$ cat src/rtl/button_pkg.sv
// Shared types and default timing for the push-button input path (100 MHz board clock).
// Defaults: 10 ms debounce, 1 s long press, 200 ms auto-repeat.
package button_pkg;

  typedef enum logic [1:0] {
    RELEASED    = 2'd0,
    PRESS_CHK   = 2'd1,
    PRESSED     = 2'd2,
    RELEASE_CHK = 2'd3
  } btn_state_t;

  localparam int DEF_DEBOUNCE_CYCLES = 1_000_000;
  localparam int DEF_LONG_CYCLES     = 100_000_000;
  localparam int DEF_REPEAT_CYCLES   = 20_000_000;

  // Timing set is usable only if debounce is non-zero and shorter than a long press.
  function automatic bit cfg_ok(input int deb, input int lng, input int rpt);
    return (deb >= 1) && (lng > deb) && (rpt >= 1);
  endfunction

endpackage

$ cat src/rtl/button_debounce.sv
// One button channel: 2-flop sync, debounce FSM, long-press timer, registered event pulses.
// Press/release latency 2+DEBOUNCE_CYCLES; auto-repeat only when BUTTON_REPEAT_EN is defined.
module button_debounce
  import button_pkg::*;
#(
  parameter int ACTIVE_LOW      = 1,
  parameter int DEBOUNCE_CYCLES = DEF_DEBOUNCE_CYCLES,
  parameter int LONG_CYCLES     = DEF_LONG_CYCLES
`ifdef BUTTON_REPEAT_EN
  , parameter int REPEAT_CYCLES = DEF_REPEAT_CYCLES
`endif
) (
  input  logic clk,
  input  logic rst,
  input  logic btn_in,
  output logic held,
  output logic press,
  output logic release_pulse,
  output logic long_press,
  output logic repeat_pulse
);

  localparam int CW = $clog2(LONG_CYCLES + 1);
  localparam int RW = $clog2(DEBOUNCE_CYCLES + 1);
  localparam logic [CW-1:0] DEB_C  = CW'(DEBOUNCE_CYCLES);
  localparam logic [CW-1:0] LONG_C = CW'(LONG_CYCLES);
  localparam logic [RW-1:0] DEB_R  = RW'(DEBOUNCE_CYCLES);
  localparam logic IDLE_PAD = (ACTIVE_LOW != 0);

  logic [1:0]    sync;
  logic          s;
  btn_state_t    state, state_nxt;
  logic [CW-1:0] cnt, cnt_nxt;
  logic [RW-1:0] rcnt, rcnt_nxt;
  logic          press_nxt, release_nxt, long_nxt, held_nxt;

  always_ff @(posedge clk) begin
    if (rst) sync <= {2{IDLE_PAD}};
    else     sync <= {sync[0], btn_in};
  end

  assign s = sync[1] ^ IDLE_PAD;

  always_ff @(posedge clk) begin
    if (rst) begin
      state         <= RELEASED;
      cnt           <= '0;
      rcnt          <= '0;
      held          <= 1'b0;
      press         <= 1'b0;
      release_pulse <= 1'b0;
      long_press    <= 1'b0;
    end else begin
      state         <= state_nxt;
      cnt           <= cnt_nxt;
      rcnt          <= rcnt_nxt;
      held          <= held_nxt;
      press         <= press_nxt;
      release_pulse <= release_nxt;
      long_press    <= long_nxt;
    end
  end

  always_comb begin
    state_nxt   = state;
    cnt_nxt     = cnt;
    rcnt_nxt    = rcnt;
    press_nxt   = 1'b0;
    release_nxt = 1'b0;
    long_nxt    = 1'b0;

    // Long timer keeps running through release bounces so they cannot shift long_press.
    if ((state == PRESSED || state == RELEASE_CHK) && cnt != LONG_C) begin
      cnt_nxt  = cnt + CW'(1);
      long_nxt = (cnt_nxt == LONG_C);
    end

    case (state)
      RELEASED: begin
        cnt_nxt  = '0;
        rcnt_nxt = '0;
        if (s) begin
          state_nxt = PRESS_CHK;
          cnt_nxt   = CW'(1);
        end
      end
      PRESS_CHK: begin
        if (!s) begin
          state_nxt = RELEASED;
          cnt_nxt   = '0;
        end else if (cnt == DEB_C) begin
          state_nxt = PRESSED;
          cnt_nxt   = '0;
          press_nxt = 1'b1;
        end else begin
          cnt_nxt = cnt + CW'(1);
        end
      end
      PRESSED: begin
        if (!s) begin
          state_nxt = RELEASE_CHK;
          rcnt_nxt  = RW'(1);
        end
      end
      RELEASE_CHK: begin
        if (s) begin
          state_nxt = PRESSED;
          rcnt_nxt  = '0;
        end else if (rcnt == DEB_R) begin
          state_nxt   = RELEASED;
          cnt_nxt     = '0;
          rcnt_nxt    = '0;
          release_nxt = 1'b1;
          long_nxt    = 1'b0;
        end else begin
          rcnt_nxt = rcnt + RW'(1);
        end
      end
      default: state_nxt = RELEASED;
    endcase

    held_nxt = (state_nxt == PRESSED) || (state_nxt == RELEASE_CHK);
  end

`ifdef BUTTON_REPEAT_EN
  localparam int PW = $clog2(REPEAT_CYCLES + 1);
  localparam logic [PW-1:0] RPT_LAST = PW'(REPEAT_CYCLES - 1);

  logic [PW-1:0] rpt_cnt;

  // cnt parked at LONG_C while held means long_press has already fired.
  always_ff @(posedge clk) begin
    if (rst) begin
      rpt_cnt      <= '0;
      repeat_pulse <= 1'b0;
    end else begin
      repeat_pulse <= 1'b0;
      if ((state == PRESSED || state == RELEASE_CHK) && cnt == LONG_C) begin
        if (rpt_cnt == RPT_LAST) begin
          rpt_cnt      <= '0;
          repeat_pulse <= 1'b1;
        end else begin
          rpt_cnt <= rpt_cnt + PW'(1);
        end
      end else begin
        rpt_cnt <= '0;
      end
    end
  end
`else
  assign repeat_pulse = 1'b0;
`endif

endmodule

$ cat src/rtl/button_events.sv
// N_BTN independent debounced button channels with press/release/long/repeat event pulses.
// Auto-repeat is built only when BUTTON_REPEAT_EN is defined; otherwise repeat_pulse is 0.
module button_events
  import button_pkg::*;
#(
  parameter int N_BTN           = 2,
  parameter int ACTIVE_LOW      = 1,
  parameter int DEBOUNCE_CYCLES = DEF_DEBOUNCE_CYCLES,
  parameter int LONG_CYCLES     = DEF_LONG_CYCLES,
  parameter int REPEAT_CYCLES   = DEF_REPEAT_CYCLES
) (
  input  logic             clk,
  input  logic             rst,
  input  logic [N_BTN-1:0] btn_in,
  output logic [N_BTN-1:0] held,
  output logic [N_BTN-1:0] press,
  output logic [N_BTN-1:0] release_pulse,
  output logic [N_BTN-1:0] long_press,
  output logic [N_BTN-1:0] repeat_pulse
);

  // An unusable timing set yields a silent block instead of mis-timed events.
  if (cfg_ok(DEBOUNCE_CYCLES, LONG_CYCLES, REPEAT_CYCLES)) begin : g_cfg
    for (genvar i = 0; i < N_BTN; i++) begin : g_ch
      button_debounce #(
        .ACTIVE_LOW      (ACTIVE_LOW),
        .DEBOUNCE_CYCLES (DEBOUNCE_CYCLES),
        .LONG_CYCLES     (LONG_CYCLES)
`ifdef BUTTON_REPEAT_EN
        , .REPEAT_CYCLES (REPEAT_CYCLES)
`endif
      ) u_ch (
        .clk           (clk),
        .rst           (rst),
        .btn_in        (btn_in[i]),
        .held          (held[i]),
        .press         (press[i]),
        .release_pulse (release_pulse[i]),
        .long_press    (long_press[i]),
        .repeat_pulse  (repeat_pulse[i])
      );
    end
  end else begin : g_bad_cfg
    assign held          = '0;
    assign press         = '0;
    assign release_pulse = '0;
    assign long_press    = '0;
    assign repeat_pulse  = '0;
  end

endmodule

$ cat config.mk
export PLATFORM = sky130hd
export DESIGN_NAME = button_events
export DESIGN_NICKNAME = d
export VERILOG_FILES = /design/src/rtl/button_pkg.sv /design/src/rtl/button_debounce.sv /design/src/rtl/button_events.sv
export SDC_FILE = /design/constraint.sdc
export NUM_CORES = 1
export LEC_CHECK = 0
export BUFFER_PORTS_ARGS = -buffer_cell sky130_fd_sc_hd__clkbuf_2
export CORE_ASPECT_RATIO = 0.8
export CORE_MARGIN = 1
export CORE_UTILIZATION = 50
export DETAILED_ROUTE_END_ITERATION = 10
export PLACE_DENSITY = 0.64
export SETUP_SLACK_MARGIN = 0.4
export SYNTH_ARGS = -nofsm -noshare
export SYNTH_HDL_FRONTEND = slang
export SYNTH_SLANG_ARGS = --single-unit
$ cat constraint.sdc
create_clock -name clk -period 5 [get_ports clk]
set_input_delay 0.5 -clock clk [delete_from_list [all_inputs] [get_ports clk]]
set_output_delay 0.5 -clock clk [all_outputs]
set_load 0.03 [all_outputs]
Word-level counts from Yosys, hierarchy flattened
Index checks and enable logic that the tools add are counted.

operators by class
  add/sub/neg operators = 4
  eq/ne operators = 20
  muxes and demuxes = 48
  bitwise gates (word level) = 6
  reduce and logical (&&, ||, !) cells = 16

operator list
  kind                                                   count
  2-to-1 mux 27 bit                                      10
  case mux 27 bit (3 select lines)                       2
  2-to-1 mux 20 bit                                      6
  case mux 20 bit (3 select lines)                       2
  adder 27 x 1 -> 27 bit, second input constant          2
  equality test 27 x 20 -> 1 bit, second input constant  2
  equality test 27 bit, second input constant            2
  != test 27 bit, second input constant                  2
  adder 20 x 1 -> 20 bit, second input constant          2
  equality test 20 bit, second input constant            2
  2-to-1 mux 2 bit                                       12
  equality test 2 bit, second input constant             8
  case mux 2 bit (4 select lines)                        2
  2-to-1 mux 1 bit                                       14
  OR reduction 3 bit                                     4
  inverter 1 bit                                         6
  nonzero test 3 bit                                     2
  equality test 2 x 1 -> 1 bit, second input constant    2
  logical NOT 2 bit                                      2
  logical OR 1 bit                                       4
  != test 2 x 1 -> 1 bit, second input constant          2
  AND reduction 2 bit                                    2
  logical AND 1 bit                                      2

storage, ports and cells
  bits in registers = 110
  input bits = 4
  output and inout port bits = 10

Longest topological paths before layout
  depth after elaboration = 7
  gate-level depth with buffers = 10
  mapped depth without buffers = 8

By module
A second synthesis with hierarchy kept.

second synthesis, totals
  cells, all modules = 755
  area total of the unflattened synthesis = 6147.1 um2

by module, submodules not included
  module                                instances  cells an instance  area each (um2)
  button_debounce (g_cfg.g_ch[0].u_ch)  1          376                3081.7
  button_debounce (g_cfg.g_ch[1].u_ch)  1          379                3065.4

Worst setup path before layout
No wires, ideal clock.

  kind = register to register
  start point = reg g_cfg.g_ch[1].u_ch.state[1]
  end point = reg g_cfg.g_ch[1].u_ch.rcnt[13]
  arrival = 2272 ps
  slack = 2658 ps
  stages on the path, launching flop included = 8
  buffers on the path = 0
  period minus slack after synthesis = 2342 ps
  cell sequence = dfxtp_1 > inv_1 > ha_1 > nor2b_1 > or4_4 > or3_4 > or3_1 > a21oi_1

between the ends
  longest elaborated chain between the ends = 3
  elaborated cells between the ends (all ways) = 7
  classes of those cells = eq/ne (3); mux (1); reduce/logical (3)

RTL lines
  what                                                                                  RTL line               RTL
  from (decl)                                                                           button_debounce.sv:32  btn_state_t state, state_nxt;
  from (signal assigned)                                                                button_debounce.sv:54  state <= state_nxt;
  equality test 2 bit / logical NOT 2 bit (equally long branches)                       button_debounce.sv:78  case (state)
  != test 2 x 1 -> 1 bit (no source line) / nonzero test 3 bit (equally long branches)  --
  AND reduction 2 bit (no source line)                                                  --
  to (signal assigned)                                                                  button_debounce.sv:56  rcnt <= rcnt_nxt;
  to (decl)                                                                             button_debounce.sv:34  logic [RW-1:0] rcnt, rcnt_nxt;

Several ways; a longest one is shown, not always the timed one.
A chain may end at the register's enable or synchronous reset.

Final worst setup path
  start point = reg g_cfg.g_ch[0].u_ch.cnt[0]
  end point = reg g_cfg.g_ch[0].u_ch.long_press

between the ends
  longest elaborated chain between the ends = 6
  elaborated cells between the ends (all ways) = 8
  classes of those cells = add/sub (1); eq/ne (2); mux (4); reduce/logical (1)

RTL lines
  what                                                              RTL line                                      RTL
  from (decl)                                                       button_debounce.sv:33                         logic [CW-1:0] cnt, cnt_nxt;
  from (signal assigned)                                            button_debounce.sv:55                         cnt <= cnt_nxt;
  adder 27 x 1 -> 27 bit / != test 27 bit (equally long branches)   button_debounce.sv:74, button_debounce.sv:73
  equality test 27 bit / logical AND 1 bit (equally long branches)  button_debounce.sv:75, button_debounce.sv:73
  2-to-1 mux 1 bit *                                                button_debounce.sv:73                         if ((state == PRESSED || state == RELEASE_CHK) && cnt != LONG_C) begin
  2-to-1 mux 1 bit                                                  button_debounce.sv:109                        end else if (rcnt == DEB_R) begin
  2-to-1 mux 1 bit                                                  button_debounce.sv:106                        if (s) begin
  2-to-1 mux 1 bit *                                                button_debounce.sv:78
  to (signal assigned)                                              button_debounce.sv:60                         long_press <= long_nxt;
  to (decl)                                                         button_debounce.sv:19                         output logic long_press,

Mark *: on every way between the ends. The rest lies on a longest branch, timed or not.

==> summary.txt <==
Floorplan
  – Die area: 0.0133 mm^2
  – Die height: 103 um
  – Initial Utilization: 51.8%
  – Ports: 14
  – Die X: 128 um
  – Core area: 0.0123 mm^2
  – Row cnt: 36

GRT
  – Total track usage: 22.1%
  – First-pass GRT wire length: around 23000 um
  – Largest net degree at the start of global routing: 34
  – GR Overflow Total: 0
  – Initial antenna violation count: 0
  – Number of global-route vias before repair: about 4700

Power and ir drop
  – P_sw: 643 uW
  – Clock Power Share: a little over a third
  – VDD IR-drop max: 0.000228 V
  – Flop pwr share: 44.3%
  – Comb power frac: 19.6%
  – PwrDens: between 300 and 400 mW/mm^2
  – Switching Fraction: around 30%
  – Leakage power: approximately 2.1 nW
  – Pint: 1.50 mW

Placed design
  – Post-DP HPWL: 9870 um
  – PortBufs: 11
  – Place WS: 2370 ps
  – Placed cells: 910
  – GPL Wtd Cong: 0.904

CTS
  – CTS Sinks: 110
  – H-tree depth: 3
  – Num CTS Buffers: 9
  – Clk_lat worst skew: 360 ps
  – Post-CTS Setup Repair Bufs: 0
  – Post-CTS sizing: 0
  – CTS root buffer: clkbuf_16
  – CTS Buffer Depth: 2
  – CTS tree: built
  – Number of hold buffers added after cts: 0
  – Clk slew on worst S/H paths: around 80 ps

Timing
  – Rel. slew slack: 51.8%
  – Tcrit/Tclk final: 54.2%
  – Fin Setup TNS: 0 ps
  – RSZ-0062 raised after global routing: no
  – Hold Slack: roughly 320 ps
  – Final setup fails: 0
  – Final Max Tran Viols: 0
  – Fmax: 0.369 GHz
  – Worst Tran Pin Value: 717 ps
  – Final hold violation count: 0
  – Setup Skew: 8.60 ps
  – Min Tclk post-route: 2710 ps
  – Post-route setup slack: 2290 ps

Cells and area
  – Antenna Cells: 0
  – Final #Nets: 774
  – Area grow syn2layout: 4.89%
  – Finished Layout Cells: 924
  – Layout cell share with drive strength beyond 1: 7.57%

Routing
  – Final ANT Viol Nets: 0
  – Residual DRC count: 0
  – Post-Route WL: 13800 um
  – First-pass detailed-route iteration total: 5
  – Vias per std cell: ~5.8
  – Via count: 5351
  – DR iter-0 viols: 441
  – Routed len/inst: 15.0 um

Logic synthesis
  – EDFF count, synth: 0
  – Share of the synthesized area in the top cell type: 34.4%
  – Synthesized area: 0.00640 mm^2
  – Most used DFF post-synth: dfxtp_1
  – Syn. warnings: 0
  – Top cells by area, synth: dfxtp_1, xor2_1, nor2_1
  – Sequential area share after synthesis: 34.4%
  – Avg Cell Area, Syn: 8.23 um^2
  – Unique masters post-synth: 77
  – Yosys top cell by area: dfxtp_1
  – Post-Syn Instances: 777
  – Yosys reg bits: 110
  – Post-synth ARST share: 0%

Worst setup path
  – Setup crit end kind: flop
  – Critical path class: reg2reg
  – CP Max Fanout: 10
  – Worst R2R Path Depth: 7
  – Startpoint types: flop
  – RR Startpoint: g_cfg.g_ch[0].u_ch.cnt[0]
  – Worst reg2reg endpoint: g_cfg.g_ch[0].u_ch.long_press
  – WP data arrival: 2950 ps
  – R2R Setup Slk: 2290 ps
  – Critical Path RT: 5240 ps

Min path
  – Worst Hold Endpoint: g_cfg.g_ch[0].u_ch.sync[0]
  – Hold Crit Start: btn_in[0]
  – Hold crit path type: in2reg
  – Hold depth: 2

Run status
  – Status: finished clean

Flow run
  – Max cap viols: 0
flip-flops by register name, summed over array words and instances (netlist names):
name and flops:
g_cfg.g_ch.u_ch.release_pulse 2, g_cfg.g_ch.u_ch.state 4, g_cfg.g_ch.u_ch.held 2, g_cfg.g_ch.u_ch.cnt 54, g_cfg.g_ch.u_ch.rcnt 40, g_cfg.g_ch.u_ch.sync 4
g_cfg.g_ch.u_ch.press 2, g_cfg.g_ch.u_ch.long_press 2
per-layer routing:
metal	track usage (%)	up-vias	wire (um)
met2	32.2	139	5700
met5	0	-	0
li1	-	2693	-
met3	4.78	12	800
met4	6.24	0	153
met1	32.4	2507	7160
power groups by stage:
| stage | logic, mW | clock network, mW | registers [mW] |
|---|---|---|---|
| 2_1_floorplan | 0.353 | 0 | 0.952 |
| 3_3_place_gp | 0.408 | 0 | 0.963 |
| 3_5_place_dp | 0.419 | 0 | 0.966 |
| 4_1_cts | 0.421 | 0.794 | 0.947 |
| 5_1_grt | 0.477 | 0.826 | 0.955 |
| 6_report | 0.419 | 0.772 | 0.948 |
through the flow:
| stage | area (um^2) | utilization (%) | power [mW] |
|---|---|---|---|
| 2_1_floorplan | 6400 | - | 1.30 |
| 3_3_place_gp | 6400 | 51.8 | 1.37 |
| 3_5_place_dp | 6400 | 51.8 | 1.39 |
| 4_1_cts | 6710 | 54.4 | 2.16 |
| 5_1_grt | 6710 | 54.4 | 2.26 |
| 6_report | 6710 | 54.4 | 2.14 |
Yosys cell counts, types with 3 or more instances:
master,number
nor2_1,90
or4_4,3
a31oi_1,7
nor3b_1,5
dfxtp_1,110
o21ai_1,14
nand4b_1,3
clkbuf_1,15
nand2_1,54
and3_1,15
or2_2,6
xnor2_1,36
o21ai_0,21
nor4_1,9
nor4_2,3
a311oi_1,6
ha_1,20
a221oi_1,3
nor3_1,25
buf_4,12
buf_2,22
inv_1,25
o21bai_1,4
nand3_1,46
and2_1,5
o211ai_1,3
nand2b_1,7
xor2_1,41
a21o_1,4
nor2b_1,13
nor4b_1,14
and4_1,8
nand4_1,33
a31o_2,3
or3_1,12
a21oi_1,24
a211oi_1,4
worst max-delay path by stage:
stage | startpoint | slack, ps | endpoint | depth (start not counted)
floorplan | g_cfg.g_ch[1].u_ch.state[1] | 2660 | g_cfg.g_ch[1].u_ch.rcnt[13] | 7
global placement | g_cfg.g_ch[0].u_ch.cnt[0] | 2460 | g_cfg.g_ch[0].u_ch.long_press | 7
detailed placement | g_cfg.g_ch[0].u_ch.cnt[0] | 2370 | g_cfg.g_ch[0].u_ch.long_press | 7
CTS | g_cfg.g_ch[0].u_ch.cnt[0] | 2340 | g_cfg.g_ch[0].u_ch.long_press | 7
global route | g_cfg.g_ch[0].u_ch.cnt[0] | 2090 | g_cfg.g_ch[0].u_ch.long_press | 7
finish | g_cfg.g_ch[0].u_ch.cnt[0] | 2290 | g_cfg.g_ch[0].u_ch.long_press | 7
final cells by class:
| cell class | instances | area, um^2 |
|---|---|---|
| fillers | 1160 | 5630 |
| multi-input cells | 592 | 3830 |
| flip-flops and latches | 110 | 2200 |
| clock buffers | 10 | 239 |
| well taps | 171 | 214 |
| inverters | 25 | 93.8 |
| clock inverters | 4 | 72.6 |
| repair buffers | 12 | 62.6 |
cell usage in the layout (no fill, tap or decap), types with 6 or more instances in the layout:
cell	count
a311oi_1	6
nor2_1	90
o21ai_1	14
or3_1	12
and3_1	15
ha_1	20
nor4b_1	14
a31oi_1	7
nand2b_1	7
nor4_1	9
xor2_1	41
and4_1	8
or2_2	6
nand2_1	54
nand4_1	33
nor2b_1	13
clkbuf_16	9
nor3_1	25
xnor2_1	36
inv_1	25
o21ai_0	21
a21oi_1	24
dfxtp_1	110
clkbuf_2	11
nand3_1	46
critical path, cell delays in order, from the launching register on:
cell       delay (ps)
dfxtp_1           520
ha_1              390
nand4_1           190
nor2_2            320
nand4_1           150
a2111oi_0         440
nand4bb_1         170
a2111oi_2         400
logic make-up after synthesis:
logic type	count (synthesis)	synth area share [%]
DFF	110	34.4
buffers and inverters	76	5.83
other	1	0.0586
xor gates and xnor gates	77	10.5
adders and majority gates	20	3.91
and+or+nand+nor	373	32.4
muxes	3	0.489
AOI/OAI and AO/OA	117	12.4
(Power assumes the default switching activity.)
